$ cat config.mk
export PLATFORM = sky130hd
export DESIGN_NAME = router_sync_ctrl
export DESIGN_NICKNAME = d
export VERILOG_FILES = /design/src/rtl/router_pkg.sv /design/src/rtl/router_timeout_cnt.sv /design/src/rtl/router_sync_ctrl.sv
export SDC_FILE = /design/constraint.sdc
export NUM_CORES = 1
export LEC_CHECK = 0
export CORE_AREA = 4 4 51 53
export CTS_BUF_LIST = sky130_fd_sc_hd__clkbuf_16
export DETAILED_ROUTE_END_ITERATION = 6
export DIE_AREA = 0 0 55 57
export GPL_ROUTABILITY_DRIVEN = 1
export PLACE_DENSITY = 0.73
export SYNTH_ARGS = -nofsm -noshare
export SYNTH_HDL_FRONTEND = slang
export SYNTH_HIERARCHICAL = 1
export SYNTH_SLANG_ARGS = --single-unit
$ cat constraint.sdc
create_clock -name clk -period 0.95 [get_ports clk]
set_input_delay 0.095 -clock clk [delete_from_list [all_inputs] [get_ports clk]]
set_output_delay 0.095 -clock clk [all_outputs]
set_load 0.02 [all_outputs]
$ cat src/rtl/router_pkg.sv
// Shared definitions for the router synchroniser: address encodings, port count
// and the default stall timeout.
package router_pkg;

    typedef enum logic [1:0] {
        PORT0    = 2'b00,
        PORT1    = 2'b01,
        PORT2    = 2'b10,
        ADDR_INV = 2'b11
    } addr_t;

    localparam int NUM_PORTS       = 3;
    localparam int DEFAULT_TIMEOUT = 30;

    // One-hot FIFO select for a destination address; the invalid address selects nothing.
    function automatic logic [NUM_PORTS-1:0] port_onehot(input addr_t addr);
        logic [NUM_PORTS-1:0] sel;
        sel = '0;
        case (addr)
            PORT0:   sel = 3'b001;
            PORT1:   sel = 3'b010;
            PORT2:   sel = 3'b100;
            default: sel = 3'b000;
        endcase
        return sel;
    endfunction

endpackage

$ cat src/rtl/router_timeout_cnt.sv
// Per-port stall watchdog: pulses soft_rst for one cycle after TIMEOUT consecutive
// cycles in which the FIFO holds data and is not read.
module router_timeout_cnt #(
    parameter int TIMEOUT = 30,
    parameter int CNT_W   = 5
) (
    input  logic clk,
    input  logic rst,
    input  logic vld,
    input  logic rd,
    output logic soft_rst
);

    localparam logic [CNT_W-1:0] LAST = CNT_W'(TIMEOUT - 1);

    logic [CNT_W-1:0] cnt;

    // A single read or empty cycle restarts the window, and also suppresses an expiring pulse.
    always_ff @(posedge clk) begin
        if (rst) begin
            cnt      <= '0;
            soft_rst <= 1'b0;
        end else if (!vld || rd) begin
            cnt      <= '0;
            soft_rst <= 1'b0;
        end else if (cnt == LAST) begin
            cnt      <= '0;
            soft_rst <= 1'b1;
        end else begin
            cnt      <= cnt + CNT_W'(1);
            soft_rst <= 1'b0;
        end
    end

endmodule

$ cat src/rtl/router_sync_ctrl.sv
// Router synchroniser: latches the packet address, steers writes to one of three FIFOs,
// and runs a stall watchdog per FIFO. Optional addr_err output under ROUTER_SYNC_ADDR_ERR_EN.
module router_sync_ctrl
    import router_pkg::*;
#(
    parameter int TIMEOUT = DEFAULT_TIMEOUT,
    parameter int CNT_W   = 5
) (
    input  logic       clk,
    input  logic       rst,
    input  logic       detect_add,
    input  logic       write_enb_reg,
    input  logic [1:0] din,
    input  logic       full_0,
    input  logic       full_1,
    input  logic       full_2,
    input  logic       empty_0,
    input  logic       empty_1,
    input  logic       empty_2,
    input  logic       read_enb_0,
    input  logic       read_enb_1,
    input  logic       read_enb_2,
    output logic [2:0] wr_enb,
    output logic       fifo_full,
    output logic       vld_out_0,
    output logic       vld_out_1,
    output logic       vld_out_2,
    output logic       soft_rst_0,
    output logic       soft_rst_1,
    output logic       soft_rst_2
`ifdef ROUTER_SYNC_ADDR_ERR_EN
    ,
    output logic       addr_err
`endif
);

    addr_t                addr;
    logic [NUM_PORTS-1:0] vld;
    logic [NUM_PORTS-1:0] rd;
    logic [NUM_PORTS-1:0] soft_rst;

    // A write in the detect_add cycle still goes to the previously latched port.
    always_ff @(posedge clk) begin
        if (rst) begin
            addr <= PORT0;
        end else if (detect_add) begin
            addr <= addr_t'(din);
        end
    end

`ifdef ROUTER_SYNC_ADDR_ERR_EN
    always_ff @(posedge clk) begin
        if (rst) begin
            addr_err <= 1'b0;
        end else if (detect_add) begin
            addr_err <= (din == ADDR_INV);
        end
    end
`endif

    always_comb begin
        wr_enb = '0;
        if (write_enb_reg) begin
            wr_enb = port_onehot(addr);
        end
    end

    always_comb begin
        fifo_full = 1'b0;
        case (addr)
            PORT0:   fifo_full = full_0;
            PORT1:   fifo_full = full_1;
            PORT2:   fifo_full = full_2;
            default: fifo_full = 1'b0;
        endcase
    end

    assign vld = {~empty_2, ~empty_1, ~empty_0};
    assign rd  = {read_enb_2, read_enb_1, read_enb_0};

    assign vld_out_0 = vld[0];
    assign vld_out_1 = vld[1];
    assign vld_out_2 = vld[2];

    for (genvar p = 0; p < NUM_PORTS; p++) begin : g_tmo
        router_timeout_cnt #(
            .TIMEOUT(TIMEOUT),
            .CNT_W  (CNT_W)
        ) u_tmo (
            .clk     (clk),
            .rst     (rst),
            .vld     (vld[p]),
            .rd      (rd[p]),
            .soft_rst(soft_rst[p])
        );
    end

    assign soft_rst_0 = soft_rst[0];
    assign soft_rst_1 = soft_rst[1];
    assign soft_rst_2 = soft_rst[2];

endmodule

==> Word level (Yosys, flattened, before mapping) <==
Cells that the tools add are included.
{ "totals": {"input_bits": 15, "elab_cells": 34, "out_inout_bits": 10, "register_bits": 20} }
{ "classes": {"addsub": 3, "n_reduce_logical": 10, "muxes": 6, "bitwise_logic": 3, "n_eq_ne": 5} }
{ "op_table": {"columns": ["op", "n"], "rows": [
  ["5-bit by 1-bit adder with 5-bit output, second input constant", 3],
  ["5-bit == test, second input constant", 3],
  ["3-bit one-hot mux with 3 select lines", 1],
  ["3-bit OR reduction", 3],
  ["2-bit OR reduction", 3],
  ["1-bit logical OR", 3],
  ["1-bit two-way mux", 3],
  ["3-bit two-way mux", 1],
  ["1-bit inverter", 3],
  ["1-bit one-hot mux with 3 select lines", 1],
  ["2-bit by 1-bit == test with 1-bit output, second input constant", 1],
  ["2-bit == test, second input constant", 1],
  ["2-bit logical NOT", 1]
]} }

==> Logic depth before layout (Yosys ltp) <==
Gate-level depths: netlist of the first run.
{ "logic_depth": {"word_depth": 3, "mapped_depth": 5, "depth_no_buf": 5} }

==> By module <==
The synthesis of the first run kept the hierarchy.
{ "by_module_without_submodules": {"columns": ["module", "seq_area_each_um2", "area_each_um2", "cells_each", "n_inst"], "rows": [
  ["router_timeout_cnt", 120.1, 231.5, 24, 3],
  ["router_sync_ctrl", 40.0, 128.9, 15, 1]
]} }

==> Worst setup path after synthesis of the first run <==
OpenSTA, ideal clock, no wires.
{ "synth_timing": {"path_kind": "flip-flop to output port", "from": "reg addr[1]", "to": "out wr_enb[0]", "n_path_buf": 0, "stages_incl_launch_ff": 2, "arrival_ns": 0.867, "t_required_ns": 0.855, "setup_slack_ns": -0.012, "path_cell_list": "dfxtp_1 -> nor3b_1"} }
{ "synth_between": {"elab_chain_cells": 3, "word_cells_on_any_way": 5, "cone_classes": "eq/ne: 2; mux: 2; reduce/logical: 1"} }
{ "synth_rtl": {"columns": ["item", "line", "source"], "rows": [
  ["from (decl)", "router_sync_ctrl.sv:37", "addr_t addr;"],
  ["from (signal assigned)", "router_sync_ctrl.sv:47", "addr <= addr_t'(din);"],
  ["2-bit == test, or another cell as far along", "router_pkg.sv:19", "case (addr)"],
  ["3-bit one-hot mux with 3 select lines (*)", "router_pkg.sv:19", null],
  ["3-bit two-way mux (*)", "router_sync_ctrl.sv:63", "if (write_enb_reg) begin"],
  ["to (decl)", "router_sync_ctrl.sv:23", "output logic [2:0] wr_enb,"]
]} }
Every way passes the cells marked *; elsewhere a longest branch is shown, timed or not.

==> Final worst setup path of the first run <==
{ "layout_timing": {"from": "reg addr[0]", "to": "out fifo_full"} }
{ "layout_between": {"elab_chain_cells": 2, "word_cells_on_any_way": 4, "cone_classes": "eq/ne: 2; mux: 1; reduce/logical: 1"} }
{ "layout_rtl": {"columns": ["item", "line", "source"], "rows": [
  ["2-bit == test, or another cell as far along", "router_sync_ctrl.sv:70", "case (addr)"],
  ["1-bit one-hot mux with 3 select lines (*)", "router_sync_ctrl.sv:70", null],
  ["to (decl)", "router_sync_ctrl.sv:24", "output logic fifo_full,"]
]} }
Marks and branches as above.

==> metrics, run 1 <==
outcome=finished, violations left; violated checks=setup timing; P per Cell Area=1440 nW/um2; Post-CTS Hold Buffers=0; DRT Pass-1 Iters=4; die area=3140 um2; initial antenna violation count=0; Syn-to-layout area delta=58.8%; DR vias=694; hold path start=din[0]; routed length per instance=11.4 um; CP endpoint=fifo_full; Worst path top cell family by delay=flip-flops; Sink Count=20; Avg Synthesized Cell Area=9.46 um2; grt ovf=0; Synth area leaders=dfxtp_1, nor2_1, ha_1, xor2_1, mux2i_1; vias in the first global route=667; Top FF cell, synth=dfxtp_1; Hold/Removal Path Class=input port to register; Root Driver=clkbuf_16; antenna viol nets, final=0; Final HPWL DP=1.20 mm; post-synth top area cell=dfxtp_1; cell with the most instances after synthesis=nor2_1; H-tree Lvls=1; crit path cell chain=mux2i_1 -> o21ai_1 -> buf_2; Fin Setup TNS=-0.690 ns; Vias/cell=4.60; number of inserted diodes=0; clk buf depth=2; die width=55 um; Critical Path End Type=output pin; Die Span Y=57 um; Synth Area in XOR/XNOR=0.0957; pin count of the biggest net entering global routing=12; Initial Util=0.383; slowest CP cell=dfxtp_4; combinational share of power=0.099; TritonCTS Buffers=3; RSZ-0062 raised after global routing=yes; asr flop ratio synth=0; share of layout cells above drive strength 1=0.382; routability congestion estimate from global placement=0.663; mux share of post-synthesis cell area=0.0365; area share of the largest cell type after synthesis=0.486; total of max-cap violations=0; Iteration-0 DRC Markers=8; post-synthesis simple-gate area fraction=0.257; Register Area=425 um2; period utilization=1.17; Clock Power Share=0.446; FILL cells=164; clk slew on worst S/H paths=0.05 ns; Clock Skew=0.00171 ns; Post-synth top cells=nor2_1, dfxtp_1; number of remaining DRC errors=0; startpoint types=register; Seq pwr share=0.456; Switch Pwr=377 uW; first-pass GRT wire length=2.64 mm; Int Power=1510 uW; Net Sw Frac=0.200; CP bufs+invs=1; fin nets=145; r2r setup slk=-0.04 ns; R2R depth=5; Ys Warns=6; Setup Viol. Count Final=17; footprint of the multi-input gates=468 um2; crit-path max FO=6; final wirelength=1.72 mm; Worst EP arrival=1.01 ns; synthesized cell area=823 um2; Distinct cells, synth=15; main combinational cell family by area after synthesis=simple AND/OR/NAND/NOR gates; I/O Pins=25; max_slew headroom=0.870; adder-cell share of the synthesized area=0.0912; max incr delay on CP=0.37 ns; CTS tree=done; num rows=17; minimum clock period after layout=1.11 ns; sequential area share after synthesis=0.486; final worst slack=-0.160 ns; Max VDD drop=1010 uV; leak pwr=0.000504 uW; worst skew pair latency=0.25 ns; Max Slew Vio Count=0; R2R Path Start=g_tmo[0].u_tmo/cnt[1]$_SDFF_PP0_; IO Port Bufs=24; worst-margin pin slew=0.194 ns; Hold Vio Cnt, Final=0; Synth Area in Compound Gates=0.00608; Post-Syn Nets=108; Synth Instances=87; Core Area=2150 um2; Crit path depth=3; Worst Setup Path Type=register to output pin; Fmax achieved=901 MHz; gr usage total=0.116; Synth Register Bits=20; Finished Core Util=0.609; Critical path origin=addr[0]$_SDFFE_PP0P_; Post-synth EDFFs=0; CP Data Required Time=0.85 ns; r2r endpoint=g_tmo[0].u_tmo/cnt[3]$_SDFF_PP0_
power groups by stage:
stage	Clock, uW	Sequential (uW)	Combinational [uW]
2_1_floorplan	0	880	73.8
3_3_place_gp	0	882	186
3_5_place_dp	0	883	189
4_1_cts	866	862	188
5_1_grt	907	864	204
6_report	842	861	186
cells in the final DEF (no fill, tap or decap):
cell             count
and3b_2              2
buf_2                4
buf_4                9
buf_6                2
clkbuf_16            3
clkbuf_2             1
clkdlybuf4s15_2      2
clkdlybuf4s50_1     14
clkinv_1             1
dfxtp_1             12
dfxtp_2              2
dfxtp_4              6
ha_2                 2
ha_4                 4
inv_1                3
inv_2                3
mux2i_1              3
nand2_1              3
nand3_1              6
nand3_2              3
nand3b_1             1
nand4_1              3
nor2_1              20
nor2_2               3
nor3b_2              1
o21ai_1              1
xnor2_1              3
xor2_1               6
state kept, by name (all words and copies together), names as in the netlist:
name and cells:
g_tmo.u_tmo/soft_rst 3, addr 2, g_tmo.u_tmo/cnt 15
timing repair:
item / CTS / global route
gates resized for setup: 63 / 9
hold endpoints to repair: 0 / 0
pin swaps: 9 / 11
buffers inserted: 0 / 1
setup endpoints to repair: 28 / 26
worst min-delay path: cells and delay by family:
family        cells  cell delay [ns]
buf+inv           1             0.40
mux               1             0.13
simple gates      1             0.05
per-stage QoR:
step                power (uW)  setup WS (ns)  std cells  instance area [um2]  hold slack [ns]
CTS                       1920         -0.171        150                 1300            0.455
global route              1970         -0.233        151                 1310            0.499
floorplan                  954         0.0282         87                  828            0.167
finish                    1890         -0.160        151                 1310            0.473
detailed placement        1070         -0.502        146                 1160            0.463
global placement          1070         -0.485        146                 1160            0.449
worst min path at each step:
| stage | end | slack, ns | cells after the start |
|---|---|---|---|
| after floorplan | addr[0]$_SDFFE_PP0P_ | 0.17 | 1 |
| after global placement | g_tmo[2].u_tmo/cnt[0]$_SDFF_PP0_ | 0.45 | 1 |
| after detailed placement | g_tmo[2].u_tmo/cnt[0]$_SDFF_PP0_ | 0.46 | 1 |
| after CTS | g_tmo[2].u_tmo/cnt[0]$_SDFF_PP0_ | 0.45 | 1 |
| after global routing | g_tmo[2].u_tmo/cnt[0]$_SDFF_PP0_ | 0.50 | 1 |
| final | addr[0]$_SDFFE_PP0P_ | 0.47 | 3 |
metal layers:
layer | routed length [um] | part of all wire | global-route usage | vias up
li1 | - | - | - | 355
met1 | 746 | 0.43 | 0.119 | 311
met2 | 770 | 0.45 | 0.199 | 26
met3 | 178 | 0.10 | 0.0470 | 2
met4 | 22 | 0.013 | 0.0521 | 0
met5 | 0 | 0 | 0 | -
area by class of cell:
type	instances	share of cell area
Timing Repair Buffer	32	0.212
Multi-Input combinational cell	61	0.358
Sequential cell	20	0.325
Clock buffer	3	0.0574
Tap cell	28	0.0268
Clock inverter	1	0.00287
Inverter	6	0.0172
kinds of logic (layout without fill, tap and decap cells):
family	count (synthesis)	after routing
buffers and inverters	6	42
adder cells (fa/ha/maj)	6	6
flip-flops	20	20
AO/OA/AOI/OAI	1	1
multiplexers	3	3
AND/OR/NAND/NOR	42	42
XOR/XNOR	9	9
Power figures use the tool's default switching activity.
==> run 2: changes to the inputs <==
Settings changed: CAP_MARGIN set to 0, RECOVER_POWER set to 100.
==> run 2 against run 1 <==
Effect of this change: the run still ends with setup timing left; sequential share of layout area about the same; setup slack unchanged; critical path depth unchanged; highest routed layer unchanged; non-clock buffer count unchanged; flip-flop and latch count unchanged; critical endpoint unchanged; first-iteration DRC count unchanged; clock skew unchanged.
==> metrics, run 2 (same netlist as run 1, synthesis figures left out) <==
final wirelength=1.72 mm (unchanged); hold path start=din[0] (unchanged); Fmax achieved=901 MHz (unchanged); TritonCTS Buffers=3 (unchanged); DRT Pass-1 Iters=4 (unchanged); number of inserted diodes=0 (unchanged); worst-margin pin slew=0.267 ns (was 0.194 ns); combinational share of power=0.098 (was 0.099); Largest regs=g_tmo.u_tmo/cnt (15), g_tmo.u_tmo/soft_rst (3), addr (2) (unchanged); wl on met1=747 um (was 746 um); Syn-to-layout area delta=58.7% (was 58.8%); placement-stage worst setup slack=-0.502 ns (unchanged); number of remaining DRC errors=0 (unchanged); DR top layer=met4 (unchanged); minimum clock period after layout=1.11 ns (unchanged); Final HPWL DP=1.20 mm (unchanged); crit path cell chain=mux2i_1 -> o21ai_1 -> buf_2 (unchanged); worst skew pair latency=0.25 ns (about the same); IO Port Bufs=24 (unchanged); Net Sw Frac=0.200 (about the same); Hold Path Depth=3 (unchanged); met2 wire length=769 um (was 770 um); routed wl met3=178 um (unchanged); Biggest register=g_tmo.u_tmo/cnt (unchanged); final worst slack=-0.160 ns (unchanged); Total Power=1890 uW (about the same); first-pass GRT wire length=2.64 mm (unchanged); Max Slew Vio Count=0 (unchanged); vias in the first global route=667 (unchanged); Post-CTS Hold Buffers=0 (unchanged); hold slack=0.473 ns (about the same); Finished Core Util=0.608 (was 0.609); fin nets=145 (unchanged); outcome=finished, violations left (unchanged); Worst Setup Path Type=register to output pin (unchanged); Max VDD drop=1010 uV (about the same); final std cells w/o fill=151 (unchanged); Sink Count=20 (unchanged); Critical Path End Type=output pin (unchanged); Cells after DPL=146 (unchanged); I/O Pins=25 (unchanged); period utilization=1.17 (unchanged); max_slew headroom=0.823 (was 0.870); commonest non-fill, non-tap cell in the layout=nor2_1 (unchanged); Worst EP arrival=1.01 ns (about the same); most frequent cells in the layout=nor2_1, clkdlybuf4s50_1, dfxtp_1 (unchanged); H-tree Lvls=1 (unchanged); RSZ-0062 raised after global routing=yes (unchanged); P per Cell Area=1450 nW/um2 (was 1440 nW/um2); gr usage total=0.116 (unchanged); Initial Util=0.383 (unchanged); R2R depth=5 (unchanged); Switch Pwr=378 uW (was 377 uW); Core Area=2150 um2 (unchanged); Die Span Y=57 um (unchanged); antenna viol nets, final=0 (unchanged); num rows=17 (unchanged); die width=55 um (unchanged); Root Driver=clkbuf_16 (unchanged); CP Data Required Time=0.85 ns (about the same); R2R Path Start=g_tmo[0].u_tmo/cnt[1]$_SDFF_PP0_ (unchanged); Int Power=1510 uW (about the same); Vias/cell=4.60 (unchanged); Critical path origin=addr[0]$_SDFFE_PP0P_ (unchanged); Clock Skew=0.00171 ns (unchanged); slowest CP cell=dfxtp_4 (unchanged); DR vias=694 (unchanged); CTS tree=done (unchanged); Hold Vio Cnt, Final=0 (unchanged); startpoint types=register (unchanged); clk slew on worst S/H paths=0.05 ns (about the same); routability congestion estimate from global placement=0.663 (unchanged); crit-path max FO=6 (unchanged); total of max-cap violations=0 (unchanged); initial antenna violation count=0 (unchanged); violated checks=setup timing (unchanged); clk buf depth=2 (unchanged); Seq pwr share=0.456 (about the same); Clock Power Share=0.446 (about the same); Setup Viol. Count Final=17 (unchanged); grt ovf=0 (unchanged); leak pwr=0.000502 uW (was 0.000504 uW); routed length per instance=11.4 um (unchanged); max incr delay on CP=0.37 ns (about the same); share of layout cells above drive strength 1=0.374 (was 0.382); Iteration-0 DRC Markers=8 (unchanged); Hold/Removal Path Class=input port to register (unchanged); max reg flops=15 (unchanged); pin count of the biggest net entering global routing=12 (unchanged); die area=3140 um2 (unchanged)
run 2: changes by cell type in the layout (fill, tap and decap cells not counted), sizes merged:
cell / change
buf: -3
clkbuf: +3
clkdlybuf4s50: -1
dlygate4sd3: +1
run 2: final timing paths:
path,slack [ns],end
worst max-delay path,-0.16,fifo_full
worst min-delay path,0.47,addr[0]$_SDFFE_PP0P_
worst max register to register,-0.04,g_tmo[0].u_tmo/cnt[3]$_SDFF_PP0_
worst min register to register,0.48,g_tmo[2].u_tmo/cnt[0]$_SDFF_PP0_
run 2: timing repair:
item                                    in CTS  in global routing
endpoints found under the setup margin      28                 26
resized for setup                           63                  9
buffers inserted                             0                  1
pin swaps                                    9                 11
run 2: power groups by stage:
stage                     Combinational, uW  Clock (uW)  Sequential, uW
after floorplan                        73.8           0             880
after global placement                  186           0             882
final                                   185         842             861
after global routing                    203         907             864
after CTS                               188         866             862
after detailed placement                189           0             883
run 2: layer usage:
| layer | up-vias | global-route usage |
|---|---|---|
| met3 | 2 | 0.0470 |
| met1 | 311 | 0.119 |
| met4 | 0 | 0.0521 |
| met5 | - | 0 |
| met2 | 26 | 0.199 |
| li1 | 355 | - |
run 2: critical path, delay by kind of cell, from the launching register on:
family          cells  cell delay [ns]
mux                 1             0.18
compound gates      1             0.06
flops               1             0.37
buf+inv             1             0.15
run 2: through the flow:
stage | cell area, um2 | TNS (ns)
2_1_floorplan | 828 | 0
3_3_place_gp | 1160 | -5.59
3_5_place_dp | 1160 | -5.94
4_1_cts | 1300 | -0.648
5_1_grt | 1310 | -2.05
6_report | 1310 | -0.689
run 2: layout make-up:
cell class                      count  area [um2]
Multi-Input combinational cell     61         468
Fill cell                         165         842
Tap cell                           28        35.0
Inverter                            6        22.5
Clock inverter                      1        3.75
Clock buffer                        3        75.1
Sequential cell                    20         425
Timing Repair Buffer               32         277
==> RTL edit 1, RTL diff (config.mk and constraints of run 1) <==
Change the package constant `DEFAULT_TIMEOUT` from 30 to 15.
--- a/src/rtl/router_pkg.sv
+++ b/src/rtl/router_pkg.sv
@@ -10,7 +10,7 @@
     } addr_t;
 
     localparam int NUM_PORTS       = 3;
-    localparam int DEFAULT_TIMEOUT = 30;
+    localparam int DEFAULT_TIMEOUT = 15;
 
     // One-hot FIFO select for a destination address; the invalid address selects nothing.
     function automatic logic [NUM_PORTS-1:0] port_onehot(input addr_t addr);
Function: same outputs for any inputs over 10 cycles, from zero or initial values and one cycle with rst high; that may be too few to reach the edited logic, so the function may still have changed.
==> RTL edit 1 against run 1 <==
The flow still finishes with violations (setup timing); synthesized area increased by 2.3%; total power decreased by 2.2%; via count decreased by 4.3%; sequential cell count unchanged; combinational power decreased by 4%; routed wire length decreased by 1.8%; core utilization decreased by 0.35 points; worst hold slack got worse by 0.17 ns; setup slack improved by 0.0092 ns; first-iteration DRC count decreased by 25%; sequential power about the same; design area decreased by 0.57%; largest power group unchanged.
==> RTL edit 1: results (changes against run 1) <==
qor: setup_path.critical_path.reg2reg.endpoint g_tmo[0].u_tmo/soft_rst
qor: drt.route.detailed.wl_per_inst 11.8 um [+3.7%]
qor: sta.worst_slack -0.150 ns [+0.00924 ns]
qor: drt.initialDrtViolationCount 6 [-2]
qor: drt.vias 664 [-4.3%]
qor: finish.clkCellAreaFrac 5.77% [-0.25 points]
qor: sta.timing.setup.tns -0.800 ns [-0.110 ns]
qor: global_route.grt_util_all_layers 11.5% [-0.12 points]
qor: drt.avgViaCountPerCell 4.64 [+1.0%]
qor: sta.relative_slew_slack 83.4% [-3.6 points]
qor: place.preCtsSetupSlack -0.511 ns [-0.00933 ns]
qor: finish.final-nonclk-buf-share 18.5% [-2.8 points]
qor: synthesis.synth_cell_type_count 16 [+1]
qor: outcome.result_of_the_run finished with violations
qor: sta.finClkSkew 0.00148 ns [-0.000228 ns]
qor: outcome.failed_checks setup timing
qor: global_route.first_global_vias 644 [-3.4%]
qor: power_and_ir_drop.power_leakage 0.489 nW [-3.1%]
qor: synthesis.ys_seq_area_share 47.5% [-1.1 points]
qor: place.dpl-instance-area 1120 um^2 [-2.9%]
qor: finish.count_of_fill_cells_added_during_filler_insertion 175 [+6.7%]
qor: synthesis.synth_area_leaders sky130_fd_sc_hd__dfxtp_1 48%, sky130_fd_sc_hd__ha_1 8.9%, sky130_fd_sc_hd__nor2_1 7.6%, sky130_fd_sc_hd__xor2_1 6.2%, sky130_fd_sc_hd__nor3b_2 4.5%
qor: synthesis.yosys-top-cells-count 20 x sky130_fd_sc_hd__dfxtp_1, 17 x sky130_fd_sc_hd__nor2_1
qor: synthesis.syn_nets 105 [-2.8%]
qor: min_path.hold_path_depth 2 [-1]
qor: sta.finalSetupViolCount 10 [-7]
qor: cts.post_cts.repair.setup_buffers 4 [+4]
qor: synthesis.muxShareOfSynthArea 3.57% [-0.081 points]
qor: power_and_ir_drop.peak_supply_drop 0.852 mV [-16%]
qor: cts.postCtsResizedCells 57 [-9.5%]
==> RTL edit 1: changes by cell type after synthesis, sizes merged <==
cell	change
nor2	-6
nor2b	+3
nand4	-3
nand3	-3
nand4b	+3
nor3b	+3
==> RTL edit 1: cells by family (layout without fill, tap and decap cells) <==
logic type                 Yosys count  in the layout
AOI/OAI and AO/OA                    1              1
xor gates and xnor gates             9              9
adders and majority gates            6              6
buffers and inverters                6             37
DFF                                 20             20
muxes                                3              3
and+or+nand+nor                     39             39
==> RTL edit 1: metal layers <==
layer	vias up	global-route usage (%)	share of wire, %
li1	340	-	-
met1	294	12.5	39
met2	28	19.8	47
met3	2	1.83	12
met4	0	7.29	1.6
met5	-	0	0
==> RTL edit 1: report_power, final <==
part           internal (mW)  switching (mW)  total, mW
Combinational          0.104          0.0741      0.178
Sequential             0.845          0.0178      0.863
Clock                  0.552           0.254      0.807
Total                   1.50           0.346       1.85
==> RTL edit 2, RTL diff (settings of run 1) <==
Without the edit above. Add a define of `ROUTER_SYNC_ADDR_ERR_EN`.
--- a/src/rtl/router_sync_ctrl.sv
+++ b/src/rtl/router_sync_ctrl.sv
@@ -1,5 +1,7 @@
 // Router synchroniser: latches the packet address, steers writes to one of three FIFOs,
 // and runs a stall watchdog per FIFO. Optional addr_err output under ROUTER_SYNC_ADDR_ERR_EN.
+`define ROUTER_SYNC_ADDR_ERR_EN
+
 module router_sync_ctrl
     import router_pkg::*;
 #(
Formal check against the unedited RTL (old outputs only; new: addr_err): equivalent (Yosys induction, for registers that start in step).
==> RTL edit 2 against run 1 <==
The flow still finishes with violations (setup timing); synthesized area is 4.4% higher; highest routed layer unchanged; sequential cell count is 1 higher; non-clock buffer count is 1 higher; core utilization is 2.7 points higher; critical path depth stayed put; setup slack worse by 0.039 ns; routed wire length is 11% higher; design area is 4.5% higher; total power is 3.3% higher.
==> RTL edit 2: results (changes against run 1) <==
qor: outcome.result_of_the_run finished with violations
qor: outcome.failed_checks setup timing
qor: finish.layout-drive-gt1-share 41.4% [+3.2 points]
qor: synthesis.ys_seq_area_share 48.9% [+0.28 points]
qor: setup_path.worst_reg2reg_startpoint g_tmo[1].u_tmo/cnt[1]
qor: place.preCtsSetupSlack -0.531 ns [-0.0291 ns]
qor: power_and_ir_drop.peak_supply_drop 0.839 mV [-17%]
qor: cts.clock_latency 0.25 ns [about the same]
qor: place.detailed_place_hpwl 1280 um [+7.0%]
qor: cts.clk_pin_slew_worst_paths 0.05 ns [about the same]
qor: drt.drt_pre_antenna_iters 4 [unchanged]
qor: sta.finalSetupViolCount 18 [+1]
qor: finish.final_net_count 150 [+3.4%]
qor: global_route.first_global_vias 709 [+6.3%]
qor: place.routabilityCongestion 0.766 [+16%]
qor: drt.initialDrtViolationCount 6 [-2]
qor: synthesis.yosys_warnings 6 [unchanged]
qor: min_path.hold_path_class reg -> reg
qor: min_path.start_point_of_the_worst_hold_path g_tmo[0].u_tmo/cnt[0]
qor: sta.worst_slack -0.199 ns [-0.0390 ns]
qor: global_route.global_route_wire_length_before_repair 2860 um [+8.1%]
qor: setup_path.crit_path_max_fanout 6 [unchanged]
qor: synthesis.syn_nets 112 [+3.7%]
qor: setup_path.timing.critical_path.from addr[0]
qor: setup_path.worst-endpoint-arrival 1.05 ns [+0.04 ns]
qor: global_route.grt_util_all_layers 12.4% [+0.80 points]
qor: synthesis.synth_cell_type_count 17 [+2]
qor: synthesis.yosys-top-cells-count 23 x sky130_fd_sc_hd__nor2_1, 21 x sky130_fd_sc_hd__dfxtp_1, 7 x sky130_fd_sc_hd__nand3_1
qor: cts.cts.path.max_buffers 2 [unchanged]
qor: place.dpl-instance-area 1190 um^2 [+3.4%]
qor: finish.largestRegisters g_tmo.u_tmo/cnt (15), g_tmo.u_tmo/soft_rst (3), addr (2)
qor: cts.cts_root_buf sky130_fd_sc_hd__clkbuf_16
qor: synthesis.syn-mean-instance-area 9.45 um^2 [-0.18%]
qor: drt.route.final.wire_length 1910 um [+11%]
qor: finish.antenna_cells_inserted 0 [unchanged]
qor: power_and_ir_drop.power_leakage 0.524 nW [+3.9%]
qor: cts.htreeDepth 1 [unchanged]
qor: finish.count_of_fill_cells_added_during_filler_insertion 172 [+4.9%]
qor: cts.numCtsBuffers 3 [unchanged]
qor: global_route.largest_net_degree_at_the_start_of_global_routing 12 [unchanged]
qor: sta.finClkSkew 0.000825 ns [-0.000886 ns]
qor: sta.worst_slew_pin_slew 0.216 ns [+0.0214 ns]
qor: drt.vias 745 [+7.3%]
qor: finish.stdcell_count 156 [+3.3%]
qor: place.port-buffer-count 25 [+4.2%]
qor: synthesis.synth_area_leaders sky130_fd_sc_hd__dfxtp_1 49%, sky130_fd_sc_hd__nor2_1 10%, sky130_fd_sc_hd__ha_1 8.7%, sky130_fd_sc_hd__xor2_1 6.1%, sky130_fd_sc_hd__nand3_1 4.1%
qor: global_route.antenna_found_initial 0 [unchanged]
qor: synthesis.ys_async_rst_share 0% [unchanged]
-- RTL edit 2: cell count changes after synthesis --
| cell | before | now |
|---|---|---|
| sky130_fd_sc_hd__nand2b_1 | 0 | 1 |
| sky130_fd_sc_hd__a21oi_1 | 0 | 1 |
| sky130_fd_sc_hd__dfxtp_1 | 20 | 21 |
| sky130_fd_sc_hd__nand3_1 | 6 | 7 |
-- RTL edit 2: cell families (layout without fill, tap and decap cells) --
family,count (synthesis),after routing,share of synthesized area (%)
adders and majority gates,6,6,8.73
buffers and inverters,6,43,2.62
AOI/OAI and AO/OA,2,2,1.16
xor gates and xnor gates,9,9,9.17
and+or+nand+nor,44,44,25.9
muxes,3,3,3.49
DFF,21,21,48.9
-- RTL edit 2: report_power, final --
group / switching (mW) / internal [mW]
Clock: 0.284 / 0.559
Combinational: 0.0875 / 0.115
Sequential: 0.0187 / 0.886
-- RTL edit 2: metrics by stage --
stage                     hold slack (ns)  TNS, ns
after detailed placement            0.462    -6.74
after global routing                0.468    -2.29
after CTS                           0.455   -0.667
final                               0.450   -0.965
after floorplan                     0.164        0
after global placement              0.447    -6.17
-- RTL edit 2: critical path, stage by stage, from the launching register on --
cell	delay [ns]
sky130_fd_sc_hd__dfxtp_4	0.36
sky130_fd_sc_hd__buf_4	0.13
sky130_fd_sc_hd__nor3b_2	0.16
sky130_fd_sc_hd__buf_4	0.16
-- RTL edit 2: final timing paths --
check	end	depth (start not counted)	slack, ns
worst min register to register	g_tmo[0].u_tmo/cnt[0]	1	0.45
worst min-delay path	g_tmo[0].u_tmo/cnt[0]	1	0.45
worst max-delay path	wr_enb[0]	3	-0.20
worst max register to register	g_tmo[1].u_tmo/cnt[4]	5	-0.08
-- RTL edit 2: timing repair --
action | 4_1_cts | 5_1_grt
hold buffers | 0 | 0
pin swaps | 11 | 10
buffers inserted | 0 | 2
endpoints found under the setup margin | 29 | 26
resized for setup | 70 | 12
-- RTL edit 2: layout make-up --
type / count / area [um^2] / area share, %
clock buffers: 3 / 75.1 / 5.49
multi-input cells: 64 / 499 / 36.5
repair buffers: 33 / 285 / 20.9
clock inverters: 1 / 3.75 / 0.275
flip-flops and latches: 21 / 445 / 32.6
inverters: 6 / 22.5 / 1.65
well taps: 28 / 35.0 / 2.56
-- RTL edit 2: metal layers --
layer / share of wire, % / vias to the layer above / track usage (%)
met5: 0 / - / 0
met4: 1.4 / 0 / 6.25
met3: 7.8 / 2 / 2.61
met2: 51 / 24 / 21.6
met1: 39 / 345 / 13.5
li1: - / 374 / -
